--- config.mk ---
export PLATFORM = sky130hd
export DESIGN_NAME = cmp8_scan_ctrl
export DESIGN_NICKNAME = d
export VERILOG_FILES = /design/src/rtl/cmp8_scan_ctrl.sv
export SDC_FILE = /design/constraint.sdc
export NUM_CORES = 1
export LEC_CHECK = 0
export CAP_MARGIN = 5
export CELL_PAD_IN_SITES_DETAIL_PLACEMENT = 1
export CELL_PAD_IN_SITES_GLOBAL_PLACEMENT = 2
export CORE_UTILIZATION = 29
export DETAILED_ROUTE_END_ITERATION = 8
export PLACE_DENSITY = 0.64
export SETUP_SLACK_MARGIN = 0.1
export SLEW_MARGIN = 0
export SYNTH_ARGS = -nofsm -noshare
export SYNTH_HDL_FRONTEND = slang
export SYNTH_SLANG_ARGS = --single-unit
--- constraint.sdc ---
create_clock -name clk -period 2.95 [get_ports clk]
set_input_delay 0.59 -clock clk [delete_from_list [all_inputs] [get_ports clk]]
set_output_delay 0.59 -clock clk [all_outputs]
set_load 0.005 [all_outputs]
--- src/rtl/cmp8_scan_ctrl.sv ---
// cmp8_scan_ctrl: scans an 8-entry pattern table through an external 8-bit
// equality comparator and reports which entries match a latched search key.
// Optional feature: define CMP8_SCAN_ALL_EN to sample all 8 entries every scan;
// left undefined, the scan stops at the first matching entry.
//
// Write port: wr_en / wr_clr are single-cycle strobes. They are honored at the
// next rising edge only when busy=0. When busy=1 they are dropped, and wr_err
// pulses for one cycle after the drop.
module cmp8_scan_ctrl #(
    parameter int SETTLE = 1
) (
    input  logic       clk,
    input  logic       rst_n,
    input  logic       wr_en,
    input  logic [2:0] wr_addr,
    input  logic [7:0] wr_data,
    input  logic       wr_clr,
    input  logic       start,
    input  logic [7:0] key,
    output logic       cmp_g,
    output logic [7:0] cmp_p,
    output logic [7:0] cmp_q,
    input  logic       cmp_eq_n,
    output logic       busy,
    output logic       done,
    output logic       hit,
    output logic [2:0] hit_idx,
    output logic [7:0] hit_mask,
    output logic       wr_err,
    output logic [1:0] dbg_state
);

`ifdef CMP8_SCAN_ALL_EN
    localparam bit FIRST_HIT = 1'b0;
`else
    localparam bit FIRST_HIT = 1'b1;
`endif

    typedef enum logic [1:0] {
        S_IDLE   = 2'd0,
        S_DRIVE  = 2'd1,
        S_SAMPLE = 2'd2,
        S_DONE   = 2'd3
    } state_t;

    state_t      state_q, state_d;
    logic [2:0]  idx_q, idx_d;
    logic [1:0]  settle_q, settle_d;
    logic [7:0]  cmp_p_q, cmp_p_d;
    logic [7:0]  cmp_q_q, cmp_q_d;
    logic        hit_q, hit_d;
    logic [2:0]  hit_idx_q, hit_idx_d;
    logic [7:0]  hit_mask_q, hit_mask_d;
    logic        wr_err_q, wr_err_d;
    logic [7:0]  valid_q, valid_d;
    logic [7:0]  data_q [8];
    logic [7:0]  data_d [8];

    logic        busy_w;
    logic        match_w;

    assign busy_w  = (state_q == S_DRIVE) || (state_q == S_SAMPLE);
    assign match_w = !cmp_eq_n && valid_q[idx_q];

    // Next-state logic for the scan FSM, table writes and result registers.
    always_comb begin
        state_d    = state_q;
        idx_d      = idx_q;
        settle_d   = settle_q;
        cmp_p_d    = cmp_p_q;
        cmp_q_d    = cmp_q_q;
        hit_d      = hit_q;
        hit_idx_d  = hit_idx_q;
        hit_mask_d = hit_mask_q;
        valid_d    = valid_q;
        data_d     = data_q;
        wr_err_d   = busy_w && (wr_en || wr_clr);

        // The table is frozen during a scan so cmp_q cannot change mid-phase.
        if (!busy_w) begin
            if (wr_clr) begin
                valid_d[wr_addr] = 1'b0;
            end else if (wr_en) begin
                data_d[wr_addr]  = wr_data;
                valid_d[wr_addr] = 1'b1;
            end
        end

        case (state_q)
            S_IDLE: begin
                if (start) begin
                    cmp_p_d    = key;
                    cmp_q_d    = data_q[0];
                    idx_d      = 3'd0;
                    settle_d   = 2'd0;
                    hit_d      = 1'b0;
                    hit_idx_d  = 3'd0;
                    hit_mask_d = 8'd0;
                    state_d    = S_DRIVE;
                end
            end
            S_DRIVE: begin
                if (settle_q == 2'(SETTLE - 1)) begin
                    settle_d = 2'd0;
                    state_d  = S_SAMPLE;
                end else begin
                    settle_d = settle_q + 2'd1;
                end
            end
            S_SAMPLE: begin
                if (match_w) begin
                    hit_mask_d[idx_q] = 1'b1;
                    hit_d             = 1'b1;
                    if (!hit_q) begin
                        hit_idx_d = idx_q;
                    end
                end
                if ((idx_q == 3'd7) || (match_w && FIRST_HIT)) begin
                    state_d = S_DONE;
                end else begin
                    idx_d    = idx_q + 3'd1;
                    cmp_q_d  = data_q[idx_q + 3'd1];
                    settle_d = 2'd0;
                    state_d  = S_DRIVE;
                end
            end
            S_DONE: begin
                state_d = S_IDLE;
            end
            default: begin
                state_d = S_IDLE;
            end
        endcase
    end

    // Control and result registers; reset returns everything to IDLE at once.
    always_ff @(posedge clk or negedge rst_n) begin
        if (!rst_n) begin
            state_q    <= S_IDLE;
            idx_q      <= 3'd0;
            settle_q   <= 2'd0;
            cmp_p_q    <= 8'd0;
            cmp_q_q    <= 8'd0;
            hit_q      <= 1'b0;
            hit_idx_q  <= 3'd0;
            hit_mask_q <= 8'd0;
            wr_err_q   <= 1'b0;
            valid_q    <= 8'd0;
        end else begin
            state_q    <= state_d;
            idx_q      <= idx_d;
            settle_q   <= settle_d;
            cmp_p_q    <= cmp_p_d;
            cmp_q_q    <= cmp_q_d;
            hit_q      <= hit_d;
            hit_idx_q  <= hit_idx_d;
            hit_mask_q <= hit_mask_d;
            wr_err_q   <= wr_err_d;
            valid_q    <= valid_d;
        end
    end

    // Pattern data needs no reset: the valid bits alone gate matching.
    always_ff @(posedge clk) begin
        data_q <= data_d;
    end

    assign cmp_g     = !busy_w;
    assign busy      = busy_w;
    assign done      = (state_q == S_DONE);
    assign cmp_p     = cmp_p_q;
    assign cmp_q     = cmp_q_q;
    assign hit       = hit_q;
    assign hit_idx   = hit_idx_q;
    assign hit_mask  = hit_mask_q;
    assign wr_err    = wr_err_q;
    assign dbg_state = state_q;

endmodule
==> qor.json <==
{
  "status": {
    "status": "finished, final reports clean"
  },
  "grt": {
    "grt_most_used_layer": "met2",
    "grt_antenna_before_repair": 0,
    "grt_pass1_vias": 2829,
    "grt_first_pass_wirelength_mm": 16.3,
    "grt.total_usage_pct": 13.9,
    "grt_max_degree": 45,
    "grtUsageMet3_pct": 3.43,
    "grt_overflow_total": 0,
    "grt.met1_usage_pct": 17.9,
    "grt.met2_usage_pct": 21.9
  },
  "synthesis": {
    "synth_warnings": 0,
    "dominantRegCellSynth": "sky130_fd_sc_hd__edfxtp_1",
    "synth.ff_latch_count": 108,
    "postSynthAreaPerCell_um2": 15.9,
    "synth_edf_count": 64,
    "synth_cell_types": 43,
    "syn-instance-count": 287,
    "yosysSeqAreaShare_pct": 66.2,
    "mappedNetlistNets": 320,
    "synth_area_mm2": 0.00456,
    "async_reset_ff_share_pct": 40.7
  },
  "critical_path": {
    "cp.required_ns": 2.36,
    "destination_of_the_worst_register_to_register_timing_path": "hit_mask[2]",
    "arrival_ns": 1.90,
    "worst_setup_path_class": "register to primary output",
    "timing.critical_path.slowest_cell_delay_ns": 0.50,
    "critical_path_peak_fanout": 6,
    "r2r_setup_slack_ns": 0.61,
    "slowest_stage": "sky130_fd_sc_hd__clkdlybuf4s50_1",
    "endpoint_type_of_the_worst_setup_path": "primary output",
    "startpoint_class": "register",
    "ordered_cell_list_for_the_critical_path": "inv_1 -> ha_1 -> inv_1 -> clkdlybuf4s50_1",
    "worstRegToRegCells": 6,
    "cp_common_cell": "sky130_fd_sc_hd__inv_1",
    "worstReg2RegStart": "dbg_state[0]"
  },
  "clock_network": {
    "h-tree-depth": 3,
    "post-cts-setup-buffer-count": 0,
    "cts_buffer_depth": 2,
    "cts-hold-fix-buffers": 0,
    "clk-insertion-delay-late_ns": 0.36,
    "cts_repair_resize_count": 0,
    "cts_root_buffer": "sky130_fd_sc_hd__clkbuf_16",
    "cts.clk_slew.worst_paths_ns": 0.07,
    "clock-sinks": 108,
    "cts-buffers-inserted": 9,
    "cts_tree": "done"
  },
  "job": {
    "maxCapViolations": 0
  },
  "final_layout": {
    "drive_above_1_share_pct": 16.7,
    "most_common_cell_after_layout_fill_and_taps_aside": "sky130_fd_sc_hd__edfxtp_1",
    "post_layout_nonfiller_instances": 571,
    "n_antenna_cell": 0,
    "postLayoutCoreUtil_pct": 37.4,
    "most-common-layout-cells": "sky130_fd_sc_hd__edfxtp_1 (64), sky130_fd_sc_hd__clkdlybuf4s50_1 (57), sky130_fd_sc_hd__dfrtp_1 (44)",
    "layout.nets": 388,
    "area_delta_synth_final_pct": 25.1
  },
  "floorplan": {
    "die_x_um": 127,
    "design.portCount": 59,
    "die_h_um": 127,
    "start_util_pct": 29.9,
    "core_region_area_mm2": 0.0153,
    "area_of_the_die_mm2": 0.0162,
    "row_count": 45
  },
  "power": {
    "power_density_mw_per_mm2": 915,
    "cellLeakagePower_nw": 2.04,
    "power.ir.vdd_worst_mv": 0.393
  },
  "detailed_routing": {
    "drt_iter0_drc": 137,
    "vias_per_cell": 4.65,
    "remaining_drc_errors": 0,
    "vias": 2655,
    "detail-route-antenna-nets": 0,
    "routed_wire_length_per_instance_um": 17.8,
    "route.final.wire_length_mm": 10.2,
    "first_pass_iters": 4
  },
  "min_path": {
    "min-delay-path-class": "input pin to async pin"
  },
  "sta": {
    "finalWorstPathRequiredPeriod_ns": 2.49,
    "maxClockFrequency_ghz": 0.401,
    "setup_violating_endpoint_count_in_the_final_report": 0,
    "drv_slew": 0,
    "final.period_utilization_pct": 84.5,
    "slew_headroom_pct": 30.3,
    "setup_tns_ns": 0,
    "clock_skew_ns": 0.00690,
    "hold_viol_final": 0,
    "rsz0062_at_grt": "false",
    "max_slew.worst_pin.slew_ns": 1.05
  },
  "place": {
    "io_buffers": 58,
    "dpl.hpwl_mm": 7.28,
    "placedCellCount": 555,
    "routabilityCongestion": 0.730
  }
}
-- synthesized netlist by cell type (2+ instances only) --
master / instances / area, um^2
sky130_fd_sc_hd__o21ai_0: 2 / 10.0
sky130_fd_sc_hd__inv_1: 8 / 30.0
sky130_fd_sc_hd__a21oi_1: 17 / 85.1
sky130_fd_sc_hd__and2_1: 2 / 12.5
sky130_fd_sc_hd__nor3b_1: 3 / 22.5
sky130_fd_sc_hd__a31oi_1: 2 / 12.5
sky130_fd_sc_hd__buf_2: 2 / 10.0
sky130_fd_sc_hd__a22o_1: 2 / 17.5
sky130_fd_sc_hd__nand2_1: 21 / 78.8
sky130_fd_sc_hd__a41oi_1: 3 / 26.3
sky130_fd_sc_hd__a32o_1: 3 / 30.0
sky130_fd_sc_hd__mux4_2: 15 / 338
sky130_fd_sc_hd__nand4_1: 2 / 12.5
sky130_fd_sc_hd__ha_1: 8 / 100
sky130_fd_sc_hd__o211ai_1: 2 / 15.0
sky130_fd_sc_hd__mux2i_1: 12 / 120
sky130_fd_sc_hd__mux2_2: 9 / 101
sky130_fd_sc_hd__dfrtp_1: 44 / 1100
sky130_fd_sc_hd__buf_6: 2 / 22.5
sky130_fd_sc_hd__nand2b_1: 2 / 12.5
sky130_fd_sc_hd__o221a_1: 8 / 90.1
sky130_fd_sc_hd__mux4_1: 2 / 52.6
sky130_fd_sc_hd__and3b_1: 2 / 17.5
sky130_fd_sc_hd__clkbuf_1: 8 / 30.0
sky130_fd_sc_hd__nor2_1: 11 / 41.3
sky130_fd_sc_hd__edfxtp_1: 64 / 1920
sky130_fd_sc_hd__nor3_1: 4 / 20.0
sky130_fd_sc_hd__nor2b_1: 12 / 75.1
-- per-layer routing --
metal  vias to the layer above  share of wire (%)  routed length (um)
met2                        55                 48                4870
met1                      1348                 46                4680
met4                         0                2.1                 212
met3                        12                3.9                 398
met5                         -                  0                   0
li1                       1240                  -                   -
-- critical path: cells and delay by family (launching register included) --
family / cells / cell delay [ns]
buffers and inverters: 3 / 0.70
adder cells (fa/ha/maj): 1 / 0.39
flip-flops: 1 / 0.46
-- power breakdown --
| group | switching (mW) | internal [mW] |
|---|---|---|
| Sequential | 0.205 | 1.87 |
| Combinational | 0.936 | 1.05 |
| Clock | 0.576 | 0.585 |
| Total | 1.72 | 3.51 |
-- area by class of cell --
| class | count | area (um^2) |
|---|---|---|
| clock inverter | 7 | 55.1 |
| inverter | 8 | 30.0 |
| fill | 1569 | 9550 |
| tap | 211 | 264 |
| sequential | 108 | 3020 |
| multi-input combinational | 158 | 1440 |
| timing repair buffer | 70 | 666 |
| clock buffer | 9 | 225 |
-- registers in the layout (all words and copies together), names as in the netlist, named ones only --
register   count
hit            1
data_q        64
hit_mask       8
wr_err         1
hit_idx        3
cmp_p          8
dbg_state      2
idx_q          3
cmp_q          8
settle_q       2
-- worst max path at each step --
stage | start | end | slack (ns) | cells after the start
after floorplan | dbg_state[0] | data_q[32] | 0.51 | 6
after global placement | wr_addr[2] | data_q[25] | 0.60 | 4
after detailed placement | start | hit_mask[1] | 0.52 | 6
after CTS | dbg_state[0] | cmp_g | 0.45 | 4
after global routing | dbg_state[0] | cmp_g | 0.38 | 4
final | dbg_state[0] | cmp_g | 0.46 | 4
-- logic make-up after synthesis --
group | after synthesis | synth area share (%)
DFF | 108 | 66.2
and+or+nand+nor | 63 | 7.29
AOI/OAI and AO/OA | 49 | 8.75
muxes | 38 | 13.4
buffers and inverters | 21 | 2.11
adders and majority gates | 8 | 2.19
-- metrics by stage --
step,setup slack [ns],cell area (um^2),hold WS (ns),power (mW)
detailed placement,0.520,5430,0.488,4.14
global placement,0.602,5430,0.487,4.10
floorplan,0.511,4560,0.294,3.30
finish,0.456,5710,0.415,5.22
CTS,0.450,5710,0.453,5.32
global route,0.378,5710,0.489,5.58
Power figures use the tool's default switching activity.
